### src/rtl/memory_request_unit.sv
// memory_request_unit: sequences instruction fetch and data access requests
// for a single-issue core, pulses pc_en once per retired instruction and
// counts retired instructions.
//
// Ports:
//   CLK, RST            clock, synchronous active-high reset
//   dREN, dWEN, halt    decoded class of the current instruction
//   ihit, dhit          instruction / data memory access complete
//   imemREN             instruction read request (combinational)
//   dmemREN, dmemWEN    data read / write request (combinational)
//   pc_en               instruction retired this cycle (combinational)
//   halted              processor halted, sticky until RST (registered)
//   instr_count         retired-instruction count, wraps at 2^32
//   mem_err             memory timeout error, sticky until RST
//
// Optional feature: define MEM_REQ_TIMEOUT_EN to halt with mem_err after
// 255 consecutive cycles waiting on a memory hit. Without it mem_err is 0
// and the unit waits indefinitely.
module memory_request_unit (
   input  logic        CLK,
   input  logic        RST,
   input  logic        dREN,
   input  logic        dWEN,
   input  logic        halt,
   input  logic        ihit,
   input  logic        dhit,
   output logic        imemREN,
   output logic        dmemREN,
   output logic        dmemWEN,
   output logic        pc_en,
   output logic        halted,
   output logic [31:0] instr_count,
   output logic        mem_err
);

   localparam int unsigned COUNT_W = 32;

   typedef enum logic [1:0] {
      FETCH  = 2'd0,
      DATA   = 2'd1,
      HALTED = 2'd2
   } state_t;

   state_t state, state_next;
   logic   wr_q, wr_next;      // latched access type: 1 = store, 0 = load
   logic   timeout_c;          // wait budget exhausted this cycle

   // Next-state and request decode
   always_comb begin
      state_next = state;
      wr_next    = wr_q;
      imemREN    = 1'b0;
      dmemREN    = 1'b0;
      dmemWEN    = 1'b0;
      pc_en      = 1'b0;
      case (state)
         FETCH: begin
            imemREN = 1'b1;
            if (ihit) begin
               if (halt) begin
                  state_next = HALTED;
               end else if (dREN || dWEN) begin
                  state_next = DATA;
                  wr_next    = dWEN;   // store wins when both are set
               end else begin
                  pc_en = 1'b1;
               end
            end
         end
         DATA: begin
            dmemREN = ~wr_q;
            dmemWEN = wr_q;
            if (dhit) begin
               pc_en      = 1'b1;
               state_next = FETCH;
            end
         end
         HALTED: begin
            state_next = HALTED;
         end
         default: begin
            state_next = FETCH;
         end
      endcase
      if (timeout_c) begin
         state_next = HALTED;
      end
   end

   // State, access type and retire counter
   always_ff @(posedge CLK) begin
      if (RST) begin
         state       <= FETCH;
         wr_q        <= 1'b0;
         instr_count <= '0;
      end else begin
         state <= state_next;
         wr_q  <= wr_next;
         if (pc_en) begin
            instr_count <= instr_count + COUNT_W'(1);
         end
      end
   end

   // Halted flag is set on entry and only cleared by reset
   always_ff @(posedge CLK) begin
      if (RST) begin
         halted <= 1'b0;
      end else if (state_next == HALTED) begin
         halted <= 1'b1;
      end
   end

`ifdef MEM_REQ_TIMEOUT_EN
   localparam int unsigned TIMEOUT_W = 8;
   localparam logic [TIMEOUT_W-1:0] TIMEOUT_LAST = TIMEOUT_W'(254);

   logic [TIMEOUT_W-1:0] wait_cnt;
   logic                 waiting_c;

   // A cycle is a waiting cycle when the pending access has not hit
   assign waiting_c = ((state == FETCH) && !ihit) || ((state == DATA) && !dhit);
   assign timeout_c = waiting_c && (wait_cnt == TIMEOUT_LAST);

   // Consecutive wait counter; any hit or state change restarts it
   always_ff @(posedge CLK) begin
      if (RST) begin
         wait_cnt <= '0;
         mem_err  <= 1'b0;
      end else begin
         if (waiting_c) begin
            wait_cnt <= wait_cnt + TIMEOUT_W'(1);
         end else begin
            wait_cnt <= '0;
         end
         if (timeout_c) begin
            mem_err <= 1'b1;
         end
      end
   end
`else
   assign timeout_c = 1'b0;
   assign mem_err   = 1'b0;
`endif

endmodule

### config.mk
export PLATFORM = sky130hd
export DESIGN_NAME = memory_request_unit
export DESIGN_NICKNAME = d
export VERILOG_FILES = /design/src/rtl/memory_request_unit.sv
export SDC_FILE = /design/constraint.sdc
export NUM_CORES = 1
export LEC_CHECK = 0
export BUFFER_PORTS_ARGS = -buffer_cell sky130_fd_sc_hd__buf_2
export CORE_MARGIN = 5
export CORE_UTILIZATION = 46
export CTS_BUF_LIST = sky130_fd_sc_hd__clkbuf_8 sky130_fd_sc_hd__clkbuf_16
export DETAILED_ROUTE_END_ITERATION = 10
export GPL_TIMING_DRIVEN = 0
export PLACE_DENSITY = 0.8
export SKIP_LAST_GASP = 1
export SYNTH_ARGS = -nofsm -noshare
export SYNTH_HDL_FRONTEND = slang
export SYNTH_SLANG_ARGS = --single-unit
### constraint.sdc
create_clock -name CLK -period 2 [get_ports CLK]
set_clock_uncertainty 0.15 [all_clocks]
set_input_delay 0.2 -clock CLK [delete_from_list [all_inputs] [get_ports CLK]]
set_output_delay 0.2 -clock CLK [all_outputs]
set_load 0.01 [all_outputs]
# Word-level counts from Yosys, hierarchy flattened
# Index checks and enable logic that the tools add are counted.
# totals
out_inout_bits	38
ff_bits	36
wordCells	26
# classes
eq_ne	3
bitwise	2
n_reduce_logical	3
n_mux	13
addsub	1
# op_table
cell	n
$add A32 B1 Y32 const B	1
$mux W2	4
$mux W1	7
$pmux W2 S3	1
$eq A2 B2 Y1 const B	2
$reduce_and A4 Y1	1
$eq A2 B1 Y1 const B	1
$logic_not A2 Y1	1
$not A1 Y1	2
$pmux W1 S2	1
$logic_or A1 B1 Y1	1

# Logic depth before layout (Yosys ltp)
# Gate-level depths: netlist of run 1.
# logic_depth
word_depth	6
mapped_depth	6
depth_no_buf	6

# Worst setup path after synthesis of run 1
# No wires, ideal clock.
# synth_timing
kind	register -> register
start	register state[0]
end	register instr_count[31]
slack_ns	-0.223
n_path_buf	1
period_less_slack_ns	2.223
stages_incl_launch_ff	7
setup_ns	0.070
t_arrival_ns	2.002
required_time_ns	1.780
cell_sequence	dfxtp_1 > nor4b_4 > a22oi_2 > or4_1 > buf_2 > or4_1 > a21oi_1
# synth_between
elab_chain_cells	2
elab_cells_between_ends	3
classes_between	1 x eq/ne; 1 x mux; 1 x reduce/logical
# synth_lines
item	line_no	rtl
from (decl)	44	state_t state, state_next;
from (signal assigned)	97	state <= state_next;
$eq A2 B1 Y1 or $logic_not A2 Y1 (tied branches)	56	case (state)
$pmux W1 S2 *	56	
to (signal assigned)	100	instr_count <= instr_count + COUNT_W'(1);
to (decl)	32	output logic [31:0] instr_count,
# Mark *: on every way between the ends. The rest lies on a longest branch, timed or not.
# A chain may end at the register's enable or synchronous reset.

# Worst setup path after layout of run 1
# layout_timing
start	register instr_count[12]
end	register instr_count[31]
# layout_between
elab_chain_cells	1
# layout_lines
item	line_no
$add A32 B1 Y32	100
# No other way between the ends.

==> results of run 1 <==
==> cell usage in the layout, fill, tap and decap left out, types with 3 or more instances in the layout <==
cell and count:
buf_2 42, nor2_1 27, dfxtp_1 27, xnor2_1 16, nand2_1 15, buf_4 15, dfxtp_2 9, a21oi_1 8
nand4_1 8, nand3_1 7, clkbuf_8 7, xor2_1 6, nor4_1 6, and2_1 5, o21ai_0 5, and3_1 5
or3_1 5, nor4_4 4, nor4b_4 3, clkbuf_1 3, or4_4 3
==> stage by stage <==
step	total power (uW)	setup WS (ns)	utilization
floorplan	790	-0.173	-
global placement	816	-0.289	0.546
detailed placement	817	-0.329	0.546
CTS	1380	-0.161	0.602
global route	1430	-0.215	0.645
finish	1380	-0.140	0.645
==> per-layer routing <==
| metal | track usage | up-vias |
|---|---|---|
| met3 | 0.0625 | 11 |
| li1 | - | 823 |
| met4 | 0.0814 | 0 |
| met2 | 0.282 | 48 |
| met5 | 0 | - |
| met1 | 0.203 | 764 |
==> how the worst min path moves through the flow <==
stage	to
after floorplan	wr_q
after global routing	state[0]
after detailed placement	halted
after CTS	wr_q
final	state[0]
after global placement	halted
==> flip-flops by register name, summed over array words and instances (netlist names) <==
name,cells
state,2
halted,1
instr_count,32
wr_q,1
==> power by group <==
group / leakage (uW) / switching, uW / internal (uW)
clock: 0.0000503 / 254 / 307
combinational: 0.000650 / 52.7 / 37.9
sequential: 0.000295 / 7.75 / 725
total: 0.000995 / 315 / 1070
==> cell usage after synthesis, drive strengths merged, types with 6 or more instances <==
| cell type | count |
|---|---|
| nand4 | 8 |
| clkbuf | 7 |
| or3 | 6 |
| dfxtp | 36 |
| xor2 | 6 |
| nand3 | 8 |
| xnor2 | 16 |
| nor4 | 11 |
| a21oi | 10 |
| nand2 | 16 |
| nor2 | 27 |
| o21ai | 7 |
==> what timing repair did <==
action                     4_1_cts  5_1_grt
setup endpoints to repair       18       26
setup buffers                    7        6
pin swaps                        5        9
gates resized for setup         19       30
==> worst max-delay path: cells and delay by family (launching register included) <==
family | cells | cell delay, ns
AND/OR/NAND/NOR | 4 | 1.41
AO/OA/AOI/OAI | 1 | 0.12
flip-flops | 1 | 0.40
==> cell families (layout without fill, tap and decap cells) <==
family | Yosys count | count (layout) | synth area share
AO/OA/AOI/OAI | 23 | 23 | 0.0799
XOR/XNOR | 22 | 22 | 0.114
adder cells (fa/ha/maj) | 1 | 1 | 0.00740
buffers and inverters | 13 | 73 | 0.0318
flip-flops | 36 | 36 | 0.426
other | 1 | 1 | 0.00222
AND/OR/NAND/NOR | 104 | 104 | 0.338
==> layout make-up <==
cell class | instances | area, um2
multi-input cells | 151 | 1060
well taps | 48 | 60.1
fillers | 315 | 1280
clock buffers | 7 | 96.3
flip-flops and latches | 36 | 732
inverters | 3 | 15.0
plain buffers | 8 | 42.5
repair buffers | 55 | 318
==> results.sh, run 1 <==
export IMPL_yosys_top_cells_area="dfxtp_1 (43%), xnor2_1 (8.3%), nor2_1 (6.0%), nor4_1 (4.1%), nand2_1 (3.6%)"
export IMPL_cts_hold_buf=0
export IMPL_dr_wl_met2_um=2200
export IMPL_relSlewSlack=0.607
export IMPL_syn_inst=200
export IMPL_core_mm2=0.00361
export IMPL_gp_congestion=0.799
export IMPL_setup_tns_ns=-0.444
export IMPL_worstSetupPathType="flop to flop"
export IMPL_start_util=0.469
export IMPL_cts_clk_slew_worst_paths_ns=0.07
export IMPL_cts_made_buffers=5
export IMPL_grt_pass1_wl_um=7020
export IMPL_num_vias=1646
export IMPL_slew_viol_final=0
export IMPL_holdWs_ns=0.0494
export IMPL_wl_met3_um=301
export IMPL_crit_start="instr_count[12]"
export IMPL_antenna_cells=0
export IMPL_grt_usage=0.173
export IMPL_grt_pass1_vias=1554
export IMPL_cp_end_kind="flop"
export IMPL_syn2layout_area_growth_pct=37.7
export IMPL_grt_max_degree=11
export IMPL_cts_buffer_depth=2
export IMPL_path_cells="and4_4, nand2_1, or4_4, or4_4, a21oi_2"
export IMPL_placement_io_buffers=42
export IMPL_hold_depth=3
export IMPL_antenna_found_initial=0
export IMPL_drt_vias_per_instance=5.34
export IMPL_cts_sinks=36
export IMPL_yosys_warnings=0
export IMPL_cp_max_fo=7
export IMPL_synthArstFlopShare=0
export IMPL_grt_ovfl_total=0
export IMPL_netlist_area_mm2=0.00169
export IMPL_firstDrtPassIters=4
export IMPL_status="finished with violations"
export IMPL_wl_um=4650
export IMPL_dieArea_mm2=0.00499
export IMPL_crit_slowest_cell="or4_4"
export IMPL_rr_endpoint="instr_count[31]"
export IMPL_synth_edf_count=0
export IMPL_io_pins=45
export IMPL_yosysTopAreaCell="dfxtp_1"
export IMPL_wl_per_cell_um=15.1
export IMPL_endpoint="instr_count[31]"
export IMPL_met1_length_um=2050
export IMPL_fin_area_mm2=0.00233
export IMPL_worst_slew_pin_slew_ns=0.590
export IMPL_ctsRootBufferMaster="clkbuf_8"
export IMPL_layout_min_cycle_time_ns=2.14
export IMPL_power_leakage_uw=0.000995
export IMPL_hpwl_um=2830
export IMPL_synth_seq_cells=36
export IMPL_seq_area_frac_synth=0.426
export IMPL_crit_path_start_kind="flop"
export IMPL_yosysUniqueCellTypes=33
export IMPL_place_area_mm2=0.00197
export IMPL_first_iter_violations=114
export IMPL_hp_start="dhit"
export IMPL_std_cell_rows=22
export IMPL_min_path_type="primary input to flop"
export IMPL_finalHoldViolCount=0
export IMPL_power_density_mw_per_mm2=595
export IMPL_finalSetupViolations=7
export IMPL_crit_arrival_ns=2.22
export IMPL_max_freq_mhz=467
export IMPL_clock_latency_ns=0.29
export IMPL_peakVddDrop_mv=0.307
export IMPL_highest_layer="met4"
export IMPL_fin_cells=308
export IMPL_crit_path_max_incr_delay_ns=0.60
export IMPL_violations="negative setup slack"
export IMPL_cts_tree="built"
export IMPL_cpMostUsedCell="or4_4"
export IMPL_synth_avg_cell_area_um2=8.45
export IMPL_ys_flop_type="dfxtp_1"
export IMPL_dp_cells=290
export IMPL_fin_nets=268
export IMPL_max_cap_violations=0
export IMPL_ant_nets=0
export IMPL_final_setup_worst_slack_ns=-0.140
export IMPL_htree_levels=2
export IMPL_crit_reg2reg_launch="instr_count[12]"
export IMPL_synth_top_area_frac=0.426
export IMPL_cp_required_ns=2.08
export IMPL_drcViolationCount=0
export IMPL_die_x_um=70.6
export IMPL_reg2reg_depth=5
export IMPL_die_h_um=70.6
export IMPL_timing_final_crit_share=1.07
export IMPL_rsz0062_at_grt="yes"
export IMPL_ff2ff_setup_slack_ns=-0.14
export IMPL_final_layout_size_suffix_gt1_frac=0.373
export IMPL_syn_nets=208
Note: power is estimated with default switching activity, not from simulation.
==> run 2, diff against run 1 <==
==> constraint.sdc (replaced) <==
create_clock -name CLK -period 2 [get_ports CLK]
set_clock_uncertainty 0.15 [all_clocks]
set_input_delay 0.1 -clock CLK [delete_from_list [all_inputs] [get_ports CLK]]
set_output_delay 0.1 -clock CLK [all_outputs]
set_load 0.01 [all_outputs]
==> run 2 against run 1 <==
Net effect: the flow still finishes with violations (negative setup slack); die area unchanged; setup slack worse by 0.00096 ns; critical path depth up 1; fmax about the same; first-iteration DRC count up 54%; cell area up 1.6%; clock power up 0.7%; sequential power about the same; combinational power up 7.2%; largest power group unchanged.
==> results.sh, run 2 (synthesis gave the netlist of run 1 again) <==
export IMPL_rsz0062_at_grt="yes"
export IMPL_power_leakage_uw=0.000998
export IMPL_setup_tns_ns=-0.585
export IMPL_die_h_um=70.6
export IMPL_cp_end_kind="flop"
export IMPL_status="finished with violations"
export IMPL_grt_pass1_wl_um=7320
export IMPL_final_setup_worst_slack_ns=-0.141
export IMPL_gp_congestion=0.799
export IMPL_finalHoldViolCount=0
export IMPL_ctsRootBufferMaster="clkbuf_8"
export IMPL_firstDrtPassIters=4
export IMPL_syn2layout_area_growth_pct=39.9
export IMPL_final_common_cell="buf_2"
export IMPL_worst_slew_pin_slew_ns=0.575
export IMPL_cts_tree="built"
export IMPL_rr_endpoint="instr_count[26]"
export IMPL_largest_reg_flops=32
export IMPL_endpoint="instr_count[26]"
export IMPL_violations="negative setup slack"
export IMPL_cp_max_fo=5
export IMPL_dieArea_mm2=0.00499
export IMPL_power_frac_comb=0.070
export IMPL_power_density_mw_per_mm2=590
export IMPL_path_cells="nor4b_4, a22oi_2, buf_4, or3_4, or4_4, a21oi_2"
export IMPL_p_int_uw=1070
export IMPL_fin_nets=273
export IMPL_wl_per_cell_um=16.0
export IMPL_top_regs="instr_count (32), state (2)"
export IMPL_start_util=0.469
export IMPL_peakVddDrop_mv=0.319
export IMPL_grt_pass1_vias=1621
export IMPL_clock_latency_ns=0.30
export IMPL_reg2reg_depth=6
export IMPL_clock_power_share=0.405
export IMPL_htree_levels=2
export IMPL_wl_um=4990
export IMPL_sw_frac_of_total=0.230
export IMPL_core_mm2=0.00361
export IMPL_crit_slowest_cell="or4_4"
export IMPL_fin_area_mm2=0.00236
export IMPL_final_layout_size_suffix_gt1_frac=0.366
export IMPL_largest_register="instr_count"
export IMPL_crit_start="state[0]"
export IMPL_place_area_mm2=0.00197
export IMPL_slew_viol_final=0
export IMPL_antenna_cells=0
export IMPL_cp_required_ns=2.08
export IMPL_timing_final_crit_share=1.07
export IMPL_drt_vias_per_instance=5.56
export IMPL_drcViolationCount=0
export IMPL_cts_made_buffers=5
export IMPL_finalSetupViolations=10
export IMPL_worstSetupPathType="flop to flop"
export IMPL_crit_path_start_kind="flop"
export IMPL_crit_arrival_ns=2.22
export IMPL_holdWs_ns=0.0242
export IMPL_crit_reg2reg_launch="state[0]"
export IMPL_placement_io_buffers=42
export IMPL_hpwl_um=2830
export IMPL_ant_nets=0
export IMPL_grt_usage=0.181
export IMPL_antenna_found_initial=0
export IMPL_layout_min_cycle_time_ns=2.14
export IMPL_cts_clk_slew_worst_paths_ns=0.07
export IMPL_final_cell_mix="buf_2 (42), nor2_1 (27), dfxtp_1 (27)"
export IMPL_finalCoreUtilization=0.656
export IMPL_relSlewSlack=0.616
export IMPL_num_vias=1741
export IMPL_first_iter_violations=176
export IMPL_die_x_um=70.6
export IMPL_max_freq_mhz=467
export IMPL_min_path_type="primary input to flop"
export IMPL_cts_buffer_depth=2
export IMPL_io_pins=45
export IMPL_grt_ovfl_total=0
export IMPL_dp_worst_setup_slack_ns=-0.316
export IMPL_crit_path_max_incr_delay_ns=0.44
export IMPL_seq_power_share=0.525
export IMPL_cts_sinks=36
export IMPL_ff2ff_setup_slack_ns=-0.14
export IMPL_grt_max_degree=11
export IMPL_max_cap_violations=0
export IMPL_power_switching_uw=320
export IMPL_std_cell_rows=22
-- run 2: cell types whose count changed in the layout (fill, tap and decap cells not counted) --
cell           previous run  this run
buf_4                    15        16
nor4_2                    1         2
nor4_4                    4         3
buf_6                     2         1
dlygate4sd3_1             0         5
-- run 2: per-stage QoR --
step / power, uW / instances
floorplan: 790 / 200
global placement: 816 / 290
detailed placement: 817 / 290
global route: 1440 / 313
CTS: 1390 / 308
finish: 1400 / 313
-- run 2: area by class of cell --
| class | instances | area [um2] |
|---|---|---|
| Buffer | 8 | 42.5 |
| Clock buffer | 7 | 96.3 |
| Fill cell | 306 | 1240 |
| Inverter | 3 | 15.0 |
| Multi-Input combinational cell | 151 | 1050 |
| Sequential cell | 36 | 732 |
| Tap cell | 48 | 60.1 |
| Timing Repair Buffer | 60 | 364 |
-- run 2: layer usage --
metal	vias to the layer above	routed length, um	GRT usage
met5	-	0	0
met4	0	142	0.0939
met3	14	311	0.0668
met2	63	2460	0.299
met1	831	2080	0.205
li1	833	-	-
-- run 2: critical path, delay by kind of cell, from the launching register on --
family / cells / cell delay, ns
compound gates: 2 / 0.28
simple gates: 3 / 1.11
flops: 1 / 0.34
buf+inv: 1 / 0.17
-- run 2: timing repair --
item	4_1_cts	5_1_grt
setup endpoints to repair	18	28
gates resized for setup	19	28
hold buffers	5	0
buffers inserted	7	7
hold endpoints to repair	3	0
pin swaps	5	9
-- run 2: power by group through the flow --
stage | clock, uW | combinational, uW | sequential, uW
after detailed placement | 0 | 68.6 | 748
after global placement | 0 | 68.0 | 748
final | 565 | 97.1 | 733
after CTS | 570 | 85.0 | 731
after floorplan | 0 | 41.1 | 749
after global routing | 603 | 106 | 733
-- run 2: worst min-delay path by stage --
stage	end	start	cells after the start	slack, ns
final	state[1]	halt	3	0.02
after floorplan	wr_q	dWEN	2	0.11
after global routing	state[1]	halt	3	0.05
after detailed placement	state[0]	dhit	3	0.25
after global placement	wr_q	dWEN	3	0.23
after CTS	instr_count[3]	RST	2	0.03
==> run 3, diff against run 2 <==
PLACE_DENSITY = 0.7   (was 0.8)
SKIP_LAST_GASP = not set   (was 1)
==> run 3 against run 2 <==
Net effect: the run still ends with negative setup slack left; hold slack gained 0.0050 ns; wire length shrank 7.8%; critical path depth is the same; utilization grew 1.8 points; first-iteration DRC count shrank 40%; count of clock-buffer cells in the layout shrank 2.
==> results.sh, run 3 (synthesis gave the netlist of run 1 again) <==
export IMPL_clock_power_share=0.367
export IMPL_grt_max_degree=11
export IMPL_power_leakage_uw=0.00105
export IMPL_gp_congestion=0.737
export IMPL_std_cell_rows=22
export IMPL_cts_tree="built"
export IMPL_power_uw=1290
export IMPL_firstDrtPassIters=4
export IMPL_slew_viol_final=0
export IMPL_crit_slowest_cell="or4_4"
export IMPL_hpwl_um=2830
export IMPL_max_freq_mhz=475
export IMPL_dieArea_mm2=0.00499
export IMPL_crit_path_start_kind="flop"
export IMPL_largest_reg_flops=32
export IMPL_cts_made_buffers=5
export IMPL_p_int_uw=989
export IMPL_relSlewSlack=0.630
export IMPL_ant_nets=0
export IMPL_cp_required_ns=2.06
export IMPL_violations="negative setup slack"
export IMPL_rsz0062_at_grt="yes"
export IMPL_grt_usage=0.164
export IMPL_cts_sinks=36
export IMPL_grt_ovfl_total=0
export IMPL_worst_slew_pin_slew_ns=0.555
export IMPL_cts_buffer_depth=2
export IMPL_status="finished with violations"
export IMPL_critPathBufInv=1
export IMPL_die_x_um=70.6
export IMPL_drcViolationCount=0
export IMPL_path_cells="and4_4, nand2_4, or4_4, buf_6, or4_1, a21oi_1"
export IMPL_cp_end_kind="flop"
export IMPL_clock_latency_ns=0.28
export IMPL_finalSetupViolations=8
export IMPL_start_util=0.469
export IMPL_worstSetupPathType="flop to flop"
export IMPL_first_iter_violations=105
export IMPL_io_pins=45
export IMPL_largest_register="instr_count"
export IMPL_seq_power_share=0.561
export IMPL_peakVddDrop_mv=0.282
export IMPL_layout_min_cycle_time_ns=2.11
export IMPL_finalCoreUtilization=0.674
export IMPL_multi_input_area_mm2=0.00106
export IMPL_grt_pass1_vias=1503
export IMPL_drt_vias_per_instance=5.37
export IMPL_crit_arrival_ns=2.17
export IMPL_htree_levels=2
export IMPL_wl_per_cell_um=14.4
export IMPL_num_vias=1717
export IMPL_die_h_um=70.6
export IMPL_timing_final_crit_share=1.05
export IMPL_final_seq_area_um2=757
export IMPL_power_density_mw_per_mm2=531
export IMPL_grt_pass1_wl_um=6680
export IMPL_path_delay_family="simple AND/OR/NAND/NOR gates"
export IMPL_top_regs="instr_count (32), state (2)"
export IMPL_final_common_cell="buf_2"
export IMPL_max_cap_violations=0
export IMPL_dp_worst_setup_slack_ns=-0.306
export IMPL_antenna_found_initial=0
export IMPL_antenna_cells=0
export IMPL_final_layout_size_suffix_gt1_frac=0.412
export IMPL_ctsRootBufferMaster="clkbuf_8"
export IMPL_final_setup_worst_slack_ns=-0.107
export IMPL_syn2layout_area_growth_pct=43.7
export IMPL_fin_nets=280
export IMPL_cts_clk_slew_worst_paths_ns=0.07
export IMPL_fillers=289
export IMPL_placement_io_buffers=42
export IMPL_min_path_type="primary input to flop"
export IMPL_wl_um=4600
export IMPL_power_switching_uw=302
export IMPL_power_frac_comb=0.072
export IMPL_sw_frac_of_total=0.234
export IMPL_cp_max_fo=5
export IMPL_crit_path_max_incr_delay_ns=0.54
export IMPL_final_cell_mix="buf_2 (45), nor2_1 (27), dfxtp_1 (21)"
export IMPL_core_mm2=0.00361
export IMPL_finalHoldViolCount=0
## run 3: cell types whose count changed in the layout (fill, tap and decap cells not counted), moves of 2 or more
cell,before,now
buf_2,42,45
dlygate4sd3_1,5,3
dfxtp_1,27,21
and3_1,5,3
buf_4,16,19
dfxtp_4,0,7
nand2_4,0,2
and3_4,0,2
clkbuf_8,7,5
## run 3: through the flow
stage	std cells	TNS [ns]	hold WS [ns]	area [um2]
4_1_cts	307	-1.22	0.00159	2190
3_3_place_gp	290	-1.49	0.231	1970
6_report	320	-0.310	0.0292	2430
3_5_place_dp	290	-1.45	0.238	1970
5_1_grt	320	-1.14	0.0322	2430
2_1_floorplan	200	-0.399	0.110	1700
## run 3: worst register-to-register path, stage by stage, from the launching register on
cell     delay [ns]
dfxtp_2        0.36
and4_4         0.28
nand2_4        0.06
or4_4          0.54
buf_6          0.14
or4_1          0.39
a21oi_1        0.13
## run 3: per-layer routing
layer | vias to the layer above | share of wire | track usage
li1 | 844 | - | -
met1 | 813 | 0.45 | 0.205
met2 | 50 | 0.48 | 0.273
met3 | 10 | 0.050 | 0.0341
met4 | 0 | 0.021 | 0.0710
met5 | - | 0 | 0
## run 3: cell type report
cell class	count	share of cell area
clock inverters	2	0.00360
multi-input cells	151	0.438
inverters	3	0.00618
clock buffers	5	0.0283
repair buffers	66	0.166
well taps	48	0.0247
flip-flops and latches	36	0.312
plain buffers	9	0.0211
## run 3: final timing paths
kind	start	endpoint	slack (ns)	cells past startpoint
max	instr_count[15]	instr_count[31]	-0.11	6
min	halt	state[1]	0.03	3
max reg2reg	instr_count[15]	instr_count[31]	-0.11	6
min reg2reg	halted	halted	0.30	1
## run 3: timing repair
item                                    CTS  global route
pin swaps                                 5             9
buffers inserted                          5            14
gates cloned                              1             0
endpoints found under the hold margin     3             0
hold buffers                              4             0
endpoints found under the setup margin   18            23
resized for setup                        19            44
## run 3: power by group through the flow
stage | logic (uW) | registers [uW] | clock network, uW
floorplan | 41.1 | 749 | 0
global placement | 68.4 | 748 | 0
detailed placement | 68.9 | 748 | 0
CTS | 83.3 | 731 | 486
global route | 102 | 725 | 514
finish | 93.1 | 724 | 473
